===== src/rtl/gen_counter.sv =====
// Up/down counter with modulus, prescaler, load, wrap/saturate and sticky flags.
// Optional compare output enabled by defining GEN_COUNTER_MATCH_EN.
module gen_counter #(
  parameter int              WIDTH    = 8,
  parameter longint unsigned MAX_VAL  = (64'd1 << WIDTH) - 64'd1,
  parameter int              PRESCALE = 1
) (
  input  logic             clk,
  input  logic             reset,
  input  logic             enable,
  input  logic             up_dn,
  input  logic             sat_mode,
  input  logic             load,
  input  logic [WIDTH-1:0] load_val,
  input  logic             clr_flags,
`ifdef GEN_COUNTER_MATCH_EN
  input  logic [WIDTH-1:0] match_val,
  output logic             match_out,
`endif
  output logic [WIDTH-1:0] count_out,
  output logic             overflow_out,
  output logic             underflow_out,
  output logic             tc_out
);

  localparam int               PW       = (PRESCALE > 1) ? $clog2(PRESCALE) : 1;
  localparam logic [PW-1:0]    PRE_LAST = PW'(PRESCALE - 1);
  localparam logic [WIDTH:0]   MAX_EXT  = (WIDTH+1)'(MAX_VAL);
  localparam logic [WIDTH-1:0] MAX_W    = WIDTH'(MAX_VAL);

  logic [WIDTH-1:0] count_reg;
  logic [PW-1:0]    pre_reg;
  logic             ovf_reg, unf_reg, tc_reg;

  logic             step, at_max, at_zero, ovf_evt, unf_evt;
  logic [WIDTH-1:0] count_next, load_clamped;

  // Boundary tests use a zero-extended count so MAX_VAL = 2**WIDTH-1 cannot alias.
  always_comb begin
    step         = enable && !load && (pre_reg == PRE_LAST);
    at_max       = {1'b0, count_reg} >= MAX_EXT;
    at_zero      = (count_reg == '0);
    ovf_evt      = step && up_dn && at_max;
    unf_evt      = step && !up_dn && at_zero;
    load_clamped = ({1'b0, load_val} > MAX_EXT) ? MAX_W : load_val;
    count_next   = count_reg;
    if (up_dn) begin
      if (at_max) count_next = sat_mode ? MAX_W : '0;
      else        count_next = count_reg + WIDTH'(1);
    end else begin
      if (at_zero) count_next = sat_mode ? '0 : MAX_W;
      else         count_next = count_reg - WIDTH'(1);
    end
  end

  always_ff @(posedge clk) begin
    if (reset) begin
      count_reg <= '0;
      pre_reg   <= '0;
      ovf_reg   <= 1'b0;
      unf_reg   <= 1'b0;
      tc_reg    <= 1'b0;
    end else begin
      tc_reg  <= ovf_evt | unf_evt;
      // A set event in the same cycle beats the clear.
      ovf_reg <= ovf_evt | (ovf_reg & ~clr_flags);
      unf_reg <= unf_evt | (unf_reg & ~clr_flags);
      if (load) begin
        count_reg <= load_clamped;
        pre_reg   <= '0;
      end else if (enable) begin
        if (step) begin
          count_reg <= count_next;
          pre_reg   <= '0;
        end else begin
          pre_reg <= pre_reg + PW'(1);
        end
      end
    end
  end

`ifdef GEN_COUNTER_MATCH_EN
  logic match_reg;

  always_ff @(posedge clk) begin
    if (reset) match_reg <= 1'b0;
    else       match_reg <= (load && (load_clamped == match_val)) ||
                            (step && (count_next == match_val));
  end

  assign match_out = match_reg;
`endif

  assign count_out     = count_reg;
  assign overflow_out  = ovf_reg;
  assign underflow_out = unf_reg;
  assign tc_out        = tc_reg;

endmodule


===== config.mk =====
export PLATFORM = sky130hd
export DESIGN_NAME = gen_counter
export DESIGN_NICKNAME = d
export VERILOG_FILES = /design/src/rtl/gen_counter.sv
export SDC_FILE = /design/constraint.sdc
export NUM_CORES = 1
export LEC_CHECK = 0
export BUFFER_PORTS_ARGS = -buffer_cell sky130_fd_sc_hd__buf_2
export CORE_MARGIN = 2
export CORE_UTILIZATION = 46
export CTS_CLUSTER_SIZE = 14
export DETAILED_ROUTE_END_ITERATION = 10
export GPL_TIMING_DRIVEN = 0
export PLACE_DENSITY = 0.7
export SETUP_SLACK_MARGIN = 0.3
export SLEW_MARGIN = 10
export SYNTH_ARGS = -nofsm -noshare
export SYNTH_HDL_FRONTEND = slang
export SYNTH_SLANG_ARGS = --single-unit

===== constraint.sdc =====
create_clock -name clk -period 3.5 [get_ports clk]
set_clock_uncertainty 0.15 [all_clocks]
set_input_delay 0.7 -clock clk [delete_from_list [all_inputs] [get_ports clk]]
set_output_delay 0.7 -clock clk [all_outputs]
set_load 0.03 [all_outputs]

==> results.txt, run 1 <==
----------------------------------------------------
[Run status]
  Run status ... finished clean

[GRT]
  Global-route wire length before repair ... 5.209 mm
  Antenna violations before repair ... 0
  Pin count of the biggest net entering global routing ... 11
  Overflow left after global routing ... 0
  Vias in the first global route ... 1,069
  Total routing usage reported by global routing ... 25.92%

[Timing]
  Worst-case hold slack ... 0.3434 ns
  Final Critical Period ... between 2 and 2.5 ns
  Final hold violation count ... 0
  Slew HR ... 22.86%
  Final setup vio count ... 0
  Slew at the pin closest to its max-slew limit ... 1.141 ns
  Fin Setup TNS ... 0 ns
  Final slew viol count ... 0
  RSZ-0062 raised after global routing ... false
  Top achievable clock speed ... around 0.41 GHz
  Final period util ... 70.07%

[Cells and area]
  Area Growth Syn to Fin ... 17.69%
  Most used cells in the layout excluding fill and tap cells ... sky130_fd_sc_hd__buf_2 (25), sky130_fd_sc_hd__dfxtp_1 (12), sky130_fd_sc_hd__clkbuf_1 (10)
  NumNets Final ... 183
  Largest register FFs ... 8
  Utilization of the core after routing ... between 50% and 60%
  Commonest non-fill, non-tap cell in the layout ... sky130_fd_sc_hd__buf_2
  Antenna fix cells ... 0
  Number of filler cells placed in the layout ... 229
  Fraction of layout cells with a size suffix above 1 ... 24.39%

[Clock network]
  Clock-pin slew reported for the worst setup and hold paths after clock tree synthesis ... roughly 0.090 ns
  Clock root buffer ... sky130_fd_sc_hd__clkbuf_4
  Number of buffers created by CTS ... 3
  Post-CTS setup buffer count ... 0
  Longest Clk Path Bufs ... 2
  Cts hold-fix bufs ... 0
  TritonCTS clock tree ... built
  Sink Count ... 12
  Clock latency reported for the late side of the worst-skew pair ... 0.28 ns
  Htree depth ... 1
  Resize count post-CTS ... 0

[Critical path]
  Type of origin of the critical path ... flop
  Critical Setup Path Class ... flop to flop
  Worst-path fanout max ... 10
  Endpoint kind of the worst setup timing path ... flop
  Data arrival time of the worst path ... 2.48 ns
  CP required ... 3.52 ns

[Power]
  Leakage power figure ... roughly 0.5 nW
  Power density over the cells ... 340.5 nW/um^2
  Peak ir drop on the vdd network ... 0.2504 mV

[Logic synthesis]
  Proportion of synthesized flip-flops having asynchronous set or reset ... 0%
  Number of synthesized flops with an enable pin ... 0
  Register area share after synthesis ... 22.20%
  Ys Warns ... 0
  Post-Synthesis Cells ... 136
  Post-synth design cell area ... roughly 1100 sq um
  Main area contributors after synthesis ... sky130_fd_sc_hd__dfxtp_1 (22%), sky130_fd_sc_hd__nand3b_1 (4.9%), sky130_fd_sc_hd__a21oi_1 (3.7%), sky130_fd_sc_hd__clkbuf_1 (3.5%), sky130_fd_sc_hd__ha_1 (3.5%)
  Number of flip-flops and latches in the synthesized netlist ... 12
  Net count of the mapped netlist ... 154
  Post-synth cell types ... 48
  Main synth FF type ... sky130_fd_sc_hd__dfxtp_1
  Dominant cell type by area after synthesis ... sky130_fd_sc_hd__dfxtp_1
  Synth Area per Inst ... 7.958 sq um
  Share of Yosys cell area claimed by the top area cell type ... 22.20%

[Detailed routing]
  Total wire length ... 3.152 mm
  Routed wire per std cell ... 16.42 microns
  Length of the first detailed-routing pass in iterations ... 4
  Drt initial violations ... 55
  Via density per instance ... between 6 and 7
  Vias after detailed routing ... 1,220
  Antenna-violating nets left ... 0
  Remaining design rule violation count ... 0

[Min path]
  Hold Path Class ... flop to flop

[Flow run]
  Reported max-cap violation count ... 0

[Place]
  IO buf count ... 24
  Final GP Congestion ... 0.9615
  Half-perimeter wire length of the detailed placement result ... about 2.3 mm

[Die]
  Starting density of the core ... 48.93%
  Die Ht ... roughly 53 microns
  Die width ... 52.51 microns
  Overall die area ... 2757 sq um
  Rows ... 17
  Placeable core region ... 2212 sq um
  Top-Level Pins ... 26

----------------------------------------------------
==> stage by stage <==
stage	total power, mW	cell area (sq um)	instances	worst slack (ns)
after floorplan	0.2739	1082	136	1.209
after global placement	0.3131	1237	188	0.9208
after detailed placement	0.3167	1237	188	0.9482
after CTS	0.4348	1274	192	1.111
after global routing	0.4581	1274	192	0.9251
final	0.4336	1274	192	1.048
==> kinds of logic after synthesis <==
logic type / synth area share [%]
AO/OA/AOI/OAI: 28.56
XOR/XNOR: 3.238
adder cells (fa/ha/maj): 3.469
buffers and inverters: 7.052
flip-flops: 22.20
multiplexers: 2.890
AND/OR/NAND/NOR: 32.60
==> final cells by class <==
type,count,area (sq um),share of cell area [%]
multi-input cells,108,765.7,60.12
flip-flops and latches,12,240.2,18.86
repair buffers,24,120.1,9.430
plain buffers,13,65.06,5.108
clock buffers,4,36.28,2.849
well taps,28,35.03,2.750
inverters,3,11.26,0.8841
==> power breakdown <==
part | switching [mW] | total, mW | internal [mW]
registers | 0.00958 | 0.154 | 0.145
logic | 0.0976 | 0.162 | 0.0648
clock network | 0.0537 | 0.117 | 0.0633
total | 0.161 | 0.434 | 0.273
==> metal layers <==
layer | GRT usage, % | wire length, microns
met1 | 36.71 | 1477
met2 | 38.13 | 1433
met3 | 4.000 | 199
met4 | 11.97 | 41
met5 | 0 | 0
==> synthesized netlist by cell type (all sizes together), types with 4 or more instances <==
cell    instances
a211o           4
o211ai          5
clkbuf         10
nand3b          7
a21oi           8
nor2            5
nand3           5
dfxtp          12
nand2           8
nor2b           6
==> worst max-delay path, cell delays in order (launching register included) <==
cell                      delay [ns]
sky130_fd_sc_hd__dfxtp_1        0.53
sky130_fd_sc_hd__ha_1           0.40
sky130_fd_sc_hd__nand3_1        0.14
sky130_fd_sc_hd__nor2_1         0.41
sky130_fd_sc_hd__mux2_2         0.39
sky130_fd_sc_hd__a211o_2        0.33
==> final timing paths <==
kind,startpoint,end,slack (ns),cells after the start
worst max-delay path,count_out[1]$_SDFFE_PP0P_,count_out[1]$_SDFFE_PP0P_,1.05,5
worst min-delay path,pre_reg$_SDFFE_PP0P_,pre_reg$_SDFFE_PP0P_,0.34,1
worst max register to register,count_out[1]$_SDFFE_PP0P_,count_out[1]$_SDFFE_PP0P_,1.05,5
worst min register to register,pre_reg$_SDFFE_PP0P_,pre_reg$_SDFFE_PP0P_,0.34,1
Note: power is estimated with default switching activity, not from simulation.
==> inputs of run 2 (changes only) <==
- PLACE_DENSITY: 0.7 -> 0.73
- clock period: 3.5 -> 2.2 ns (I/O delays scaled with it)
==> results.txt, run 2 (synthesized netlist as in run 1, its figures left out) <==
----------------------------------------------------
[Detailed routing]
  Vias after detailed routing ... 1,304 (was 1,220)
  Total wire length ... 3.803 mm (was 3.152 mm)
  Via density per instance ... 6.488 (was 6.354)
  Antenna-violating nets left ... 0 (unchanged)
  Drt initial violations ... 62 (was 55)
  Length of the first detailed-routing pass in iterations ... 5 (was 4)
  Remaining design rule violation count ... 0 (unchanged)
  Routed wire per std cell ... 18.92 microns (was 16.42 microns)

[Cells and area]
  Number of cells in the finished layout apart from fillers ... 201 (was 192)
  Layout Cell Area excl Fill ... 1471 sq um (was 1274 sq um)
  Most used cells in the layout excluding fill and tap cells ... sky130_fd_sc_hd__buf_2 (24), sky130_fd_sc_hd__buf_4 (9), sky130_fd_sc_hd__a21oi_1 (8), sky130_fd_sc_hd__nand2_1 (8) (was sky130_fd_sc_hd__buf_2 (25), sky130_fd_sc_hd__dfxtp_1 (12), sky130_fd_sc_hd__clkbuf_1 (10))
  Area Growth Syn to Fin ... 35.95% (was 17.69%)
  Fraction of layout cells with a size suffix above 1 ... 39.88% (was 24.39%)
  Antenna fix cells ... 0 (unchanged)
  Utilization of the core after routing ... 66.52% (was 57.58%)
  Largest register FFs ... 8 (unchanged)
  Commonest non-fill, non-tap cell in the layout ... sky130_fd_sc_hd__buf_2 (unchanged)
  NumNets Final ... 192 (was 183)

[Timing]
  RSZ-0062 raised after global routing ... true (was false)
  Final Critical Period ... 1.971 ns (was 2.452 ns)
  Slew HR ... 49.40% (was 22.86%)
  Worst-case hold slack ... 0.1958 ns (was 0.3434 ns)
  Final period util ... 89.60% (was 70.07%)
  Setup slack after layout ... 0.2288 ns (was 1.048 ns)
  Top achievable clock speed ... 0.5073 GHz (was 0.4078 GHz)
  Fin Setup TNS ... 0 ns (unchanged)
  Final slew viol count ... 0 (unchanged)
  Slew at the pin closest to its max-slew limit ... 0.7485 ns (was 1.141 ns)
  Final hold violation count ... 0 (unchanged)
  Final setup vio count ... 0 (unchanged)

[GRT]
  Global routing met3 resource utilization ... 4.857% (was 4.000%)
  Total routing usage reported by global routing ... 29.56% (was 25.92%)
  Pin count of the biggest net entering global routing ... 11 (unchanged)
  Layer with the highest usage after global routing ... met2 (unchanged)
  Met1 routing resource usage after global routing ... 37.41% (was 36.71%)
  Vias in the first global route ... 1,193 (was 1,069)
  Global-route wire length before repair ... 5.837 mm (was 5.209 mm)
  Antenna violations before repair ... 0 (unchanged)
  Overflow left after global routing ... 0 (unchanged)
  Met2 demand-to-capacity share in global routing ... 49.38% (was 38.13%)

[Critical path]
  Type of origin of the critical path ... flop (unchanged)
  Critical Setup Path Class ... flop to flop (unchanged)
  Data arrival time of the worst path ... 2.00 ns (was 2.48 ns)
  CP required ... 2.23 ns (was 3.52 ns)
  Worst-path fanout max ... 8 (was 10)
  Endpoint kind of the worst setup timing path ... flop (unchanged)

[Clock network]
  TritonCTS clock tree ... built (unchanged)
  Clock-pin slew reported for the worst setup and hold paths after clock tree synthesis ... 0.09 ns (about the same)
  Clock root buffer ... sky130_fd_sc_hd__clkbuf_4 (unchanged)
  Sink Count ... 12 (unchanged)
  Clock latency reported for the late side of the worst-skew pair ... 0.28 ns (about the same)
  Htree depth ... 1 (unchanged)
  Number of buffers created by CTS ... 3 (unchanged)
  Cts hold-fix bufs ... 0 (unchanged)
  Longest Clk Path Bufs ... 2 (unchanged)

[Die]
  Rows ... 17 (unchanged)
  Die width ... 52.51 microns (unchanged)
  Starting density of the core ... 48.93% (unchanged)
  Top-Level Pins ... 26 (unchanged)
  Placeable core region ... 2212 sq um (unchanged)
  Die Ht ... 52.51 microns (unchanged)
  Overall die area ... 2757 sq um (unchanged)

[Min path]
  Hold Path Class ... input port to flop (was flop to flop)

[Power]
  Power density over the cells ... 521.1 nW/um^2 (was 340.5 nW/um^2)
  Internal power summed over all cells ... 0.4721 mW (was 0.2727 mW)
  Combinational Power Share ... 42.4% (was 37.4%)
  Switching part of the total power ... 38.43% (was 37.11%)
  Relative contribution of sequential cells to total power ... 32.7% (was 35.6%)
  Peak ir drop on the vdd network ... 0.3361 mV (was 0.2504 mV)
  Part of the power in the clock network ... 24.9% (was 27.0%)
  Final total power ... 0.7668 mW (was 0.4336 mW)
  Power spent charging and discharging nets ... 0.2947 mW (was 0.1609 mW)
  Leakage power figure ... 0.5720 nW (was 0.4982 nW)

[Place]
  Half-perimeter wire length of the detailed placement result ... 2.412 mm (was 2.293 mm)
  IO buf count ... 24 (unchanged)
  Placed inst area ... 1303 sq um (was 1237 sq um)
  Setup Slack @ Placement ... -0.1998 ns (was 0.9482 ns)
  Number of placed cells counting well taps ... 188 (unchanged)
  Final GP Congestion ... 0.8715 (was 0.9615)

[Run status]
  Run status ... finished clean (unchanged)

[Flow run]
  Reported max-cap violation count ... 0 (unchanged)

----------------------------------------------------
-- run 2: cell count changes in the layout (fill, tap and decap cells not counted), moves of 2 or more --
| cell | delta |
|---|---|
| sky130_fd_sc_hd__clkbuf_4 | +2 |
| sky130_fd_sc_hd__clkbuf_1 | -4 |
| sky130_fd_sc_hd__dfxtp_4 | +3 |
| sky130_fd_sc_hd__dfxtp_2 | +2 |
| sky130_fd_sc_hd__inv_1 | -2 |
| sky130_fd_sc_hd__a211oi_1 | -2 |
| sky130_fd_sc_hd__a211oi_2 | +2 |
| sky130_fd_sc_hd__ha_4 | +2 |
| sky130_fd_sc_hd__dfxtp_1 | -5 |
| sky130_fd_sc_hd__ha_1 | -2 |
| sky130_fd_sc_hd__clkbuf_2 | +2 |
| sky130_fd_sc_hd__buf_4 | +9 |
-- run 2: final timing paths --
path                             startpoint                         to  slack, ns  depth (start not counted)
setup / recovery  count_out[4]$_SDFFE_PP0P_  count_out[7]$_SDFFE_PP0P_       0.23                          6
hold / removal                       enable       pre_reg$_SDFFE_PP0P_       0.20                          2
setup reg to reg  count_out[4]$_SDFFE_PP0P_  count_out[7]$_SDFFE_PP0P_       0.23                          6
hold reg to reg        pre_reg$_SDFFE_PP0P_       pre_reg$_SDFFE_PP0P_       0.37                          1
-- run 2: final cells by class --
class	count	area [sq um]
inverters	3	13.76
multi-input cells	108	849.6
repair buffers	33	187.7
fillers	203	740.7
clock buffers	4	36.28
flip-flops and latches	12	254.0
plain buffers	13	95.09
well taps	28	35.03
-- run 2: repair_timing --
item                       CTS  global route
pin swaps                    5             4
setup endpoints to repair    8             9
buffers inserted             7             2
resized for setup            6            12
-- run 2: power by group through the flow --
| stage | Sequential, mW | Clock (mW) | Combinational (mW) |
|---|---|---|---|
| finish | 0.250 | 0.191 | 0.325 |
| global route | 0.251 | 0.202 | 0.347 |
| CTS | 0.248 | 0.194 | 0.304 |
| detailed placement | 0.252 | 0 | 0.275 |
| global placement | 0.251 | 0 | 0.269 |
| floorplan | 0.274 | 0 | 0.180 |
-- run 2: metal layers --
layer  share of wire (%)  up-vias  routed length [microns]
met3                 9.3       20                      352
met1                  40      608                     1504
met5                   0        -                        0
met2                  48       78                     1835
li1                    -      598                        -
met4                 2.9        0                      110
-- run 2: critical path, stage by stage, from the launching register on --
cell and delay (ns):
sky130_fd_sc_hd__dfxtp_4 0.35, sky130_fd_sc_hd__buf_6 0.12, sky130_fd_sc_hd__or4_4 0.47, sky130_fd_sc_hd__buf_6 0.16, sky130_fd_sc_hd__o41ai_4 0.22, sky130_fd_sc_hd__o41ai_1 0.12
sky130_fd_sc_hd__a211o_1 0.27
==> inputs of run 3 (changes only) <==
- PLACE_DENSITY: 0.73 -> 0.7
- SETUP_SLACK_MARGIN: 0.3 -> 0.15
- clock period: 2.2 -> 2.5 ns (I/O delays scaled with it)
==> results.txt, run 3 (synthesized netlist as in run 1, its figures left out) <==
----------------------------------------------------
[Timing]
  Slew HR ... 26.14% (was 49.40%)
  Final hold violation count ... 0 (unchanged)
  Final slew viol count ... 0 (unchanged)
  RSZ-0062 raised after global routing ... false (was true)
  Final period util ... 90.41% (was 89.60%)
  Slew at the pin closest to its max-slew limit ... 1.093 ns (was 0.7485 ns)
  Final Critical Period ... 2.260 ns (was 1.971 ns)
  Top achievable clock speed ... 0.4424 GHz (was 0.5073 GHz)
  Fin Setup TNS ... 0 ns (unchanged)
  Final setup vio count ... 0 (unchanged)
  Setup slack after layout ... 0.2398 ns (was 0.2288 ns)

[Clock network]
  Clock-pin slew reported for the worst setup and hold paths after clock tree synthesis ... 0.09 ns (about the same)
  Post-CTS setup buffer count ... 0 (was 7)
  Htree depth ... 1 (unchanged)
  Clock root buffer ... sky130_fd_sc_hd__clkbuf_4 (unchanged)
  Longest Clk Path Bufs ... 2 (unchanged)
  TritonCTS clock tree ... built (unchanged)
  Number of buffers created by CTS ... 3 (unchanged)
  Sink Count ... 12 (unchanged)
  Clock latency reported for the late side of the worst-skew pair ... 0.28 ns (about the same)

[Flow run]
  Reported max-cap violation count ... 0 (unchanged)

[Power]
  Combinational Power Share ... 37.4% (was 42.4%)
  Power density over the cells ... 477.8 nW/um^2 (was 521.1 nW/um^2)
  Leakage power figure ... 0.4986 nW (was 0.5720 nW)
  Switching part of the total power ... 37.39% (was 38.43%)
  Internal power summed over all cells ... 0.3840 mW (was 0.4721 mW)
  Relative contribution of sequential cells to total power ... 35.3% (was 32.7%)
  Peak ir drop on the vdd network ... 0.3229 mV (was 0.3361 mV)
  Power spent charging and discharging nets ... 0.2293 mW (was 0.2947 mW)
  Part of the power in the clock network ... 27.3% (was 24.9%)

[Cells and area]
  Number of cells in the finished layout apart from fillers ... 192 (was 201)
  Area Growth Syn to Fin ... 18.61% (was 35.95%)
  Layout Cell Area excl Fill ... 1284 sq um (was 1471 sq um)
  Fraction of layout cells with a size suffix above 1 ... 27.44% (was 39.88%)
  NumNets Final ... 183 (was 192)
  Antenna fix cells ... 0 (unchanged)
  Commonest non-fill, non-tap cell in the layout ... sky130_fd_sc_hd__buf_2 (unchanged)
  Most used cells in the layout excluding fill and tap cells ... sky130_fd_sc_hd__buf_2 (26), sky130_fd_sc_hd__dfxtp_1 (11), sky130_fd_sc_hd__clkbuf_1 (9) (was sky130_fd_sc_hd__buf_2 (24), sky130_fd_sc_hd__buf_4 (9), sky130_fd_sc_hd__a21oi_1 (8), sky130_fd_sc_hd__nand2_1 (8))
  Largest register FFs ... 8 (unchanged)

[GRT]
  Overflow left after global routing ... 0 (unchanged)
  Antenna violations before repair ... 0 (unchanged)
  Vias in the first global route ... 1,067 (was 1,193)
  Global-route wire length before repair ... 5.209 mm (was 5.837 mm)
  Total routing usage reported by global routing ... 25.92% (was 29.56%)
  Pin count of the biggest net entering global routing ... 11 (unchanged)

[Critical path]
  Data arrival time of the worst path ... 2.34 ns (was 2.00 ns)
  Worst-path fanout max ... 10 (was 8)
  Critical Setup Path Class ... flop to flop (unchanged)
  Endpoint kind of the worst setup timing path ... flop (unchanged)
  Worst R2R Path Depth ... 7 (was 6)
  CP required ... 2.58 ns (was 2.23 ns)
  Type of origin of the critical path ... flop (unchanged)

[Detailed routing]
  Vias after detailed routing ... 1,221 (was 1,304)
  Routed wire per std cell ... 16.52 microns (was 18.92 microns)
  Length of the first detailed-routing pass in iterations ... 4 (was 5)
  Antenna-violating nets left ... 0 (unchanged)
  Total wire length ... 3.171 mm (was 3.803 mm)
  Drt initial violations ... 38 (was 62)
  Via density per instance ... 6.359 (was 6.488)
  Remaining design rule violation count ... 0 (unchanged)

[Place]
  Placed inst area ... 1237 sq um (was 1303 sq um)
  Final GP Congestion ... 0.9615 (was 0.8715)
  Setup Slack @ Placement ... 0.1151 ns (was -0.1998 ns)
  IO buf count ... 24 (unchanged)
  Half-perimeter wire length of the detailed placement result ... 2.293 mm (was 2.412 mm)
  Number of placed cells counting well taps ... 188 (unchanged)

[Run status]
  Run status ... finished clean (unchanged)

[Die]
  Rows ... 17 (unchanged)
  Overall die area ... 2757 sq um (unchanged)
  Die Ht ... 52.51 microns (unchanged)
  Die width ... 52.51 microns (unchanged)
  Starting density of the core ... 48.93% (unchanged)
  Top-Level Pins ... 26 (unchanged)
  Placeable core region ... 2212 sq um (unchanged)

[Min path]
  Worst hold path stage count ... 2 (unchanged)
  Hold Path Class ... input port to flop (unchanged)

----------------------------------------------------
## run 3: timing repair
item,CTS,global route
pin swaps,0,0
gates resized for setup,1,6
endpoints found under the setup margin,1,3
hold buffers,0,0
## run 3: worst paths after layout
| kind | from | endpoint | slack (ns) |
|---|---|---|---|
| setup / recovery | count_out[0]$_SDFFE_PP0P_ | count_out[0]$_SDFFE_PP0P_ | 0.24 |
| hold reg to reg | pre_reg$_SDFFE_PP0P_ | pre_reg$_SDFFE_PP0P_ | 0.35 |
| hold / removal | enable | pre_reg$_SDFFE_PP0P_ | 0.25 |
| setup reg to reg | count_out[0]$_SDFFE_PP0P_ | count_out[0]$_SDFFE_PP0P_ | 0.24 |
## run 3: power groups by stage
stage               Clock, mW  Sequential [mW]  Combinational (mW)
floorplan                   0            0.240               0.143
global placement            0            0.220               0.219
detailed placement          0            0.220               0.223
CTS                     0.168            0.215               0.225
global route            0.178            0.218               0.250
finish                  0.167            0.216               0.229
## run 3: worst max-delay path, cell delays in order (launching register included)
cell,delay [ns]
sky130_fd_sc_hd__dfxtp_1,0.33
sky130_fd_sc_hd__buf_2,0.18
sky130_fd_sc_hd__inv_1,0.10
sky130_fd_sc_hd__ha_2,0.22
sky130_fd_sc_hd__or3b_2,0.52
sky130_fd_sc_hd__or2_4,0.26
sky130_fd_sc_hd__a211oi_1,0.31
sky130_fd_sc_hd__a211o_1,0.14
## run 3: final cells by class
| class | count | area, sq um |
|---|---|---|
| plain buffers | 13 | 66.31 |
| clock buffers | 4 | 36.28 |
| fillers | 226 | 928.4 |
| inverters | 3 | 11.26 |
| multi-input cells | 108 | 773.2 |
| flip-flops and latches | 12 | 241.5 |
| well taps | 28 | 35.03 |
| repair buffers | 24 | 120.1 |
## run 3: metal layers
| layer | global-route usage, % | wire (microns) |
|---|---|---|
| met5 | 0 | 0 |
| met4 | 11.97 | 44 |
| met3 | 4.000 | 284 |
| met2 | 38.13 | 1452 |
| met1 | 36.71 | 1389 |
## run 3: through the flow
| step | util, % | power [mW] | hold WS, ns |
|---|---|---|---|
| CTS | 57.69 | 0.6087 | 0.2497 |
| finish | 58.03 | 0.6133 | 0.2465 |
| global route | 58.03 | 0.6467 | 0.2558 |
| floorplan | - | 0.3834 | 0.3178 |
| global placement | 55.94 | 0.4383 | 0.3307 |
| detailed placement | 55.94 | 0.4434 | 0.3352 |
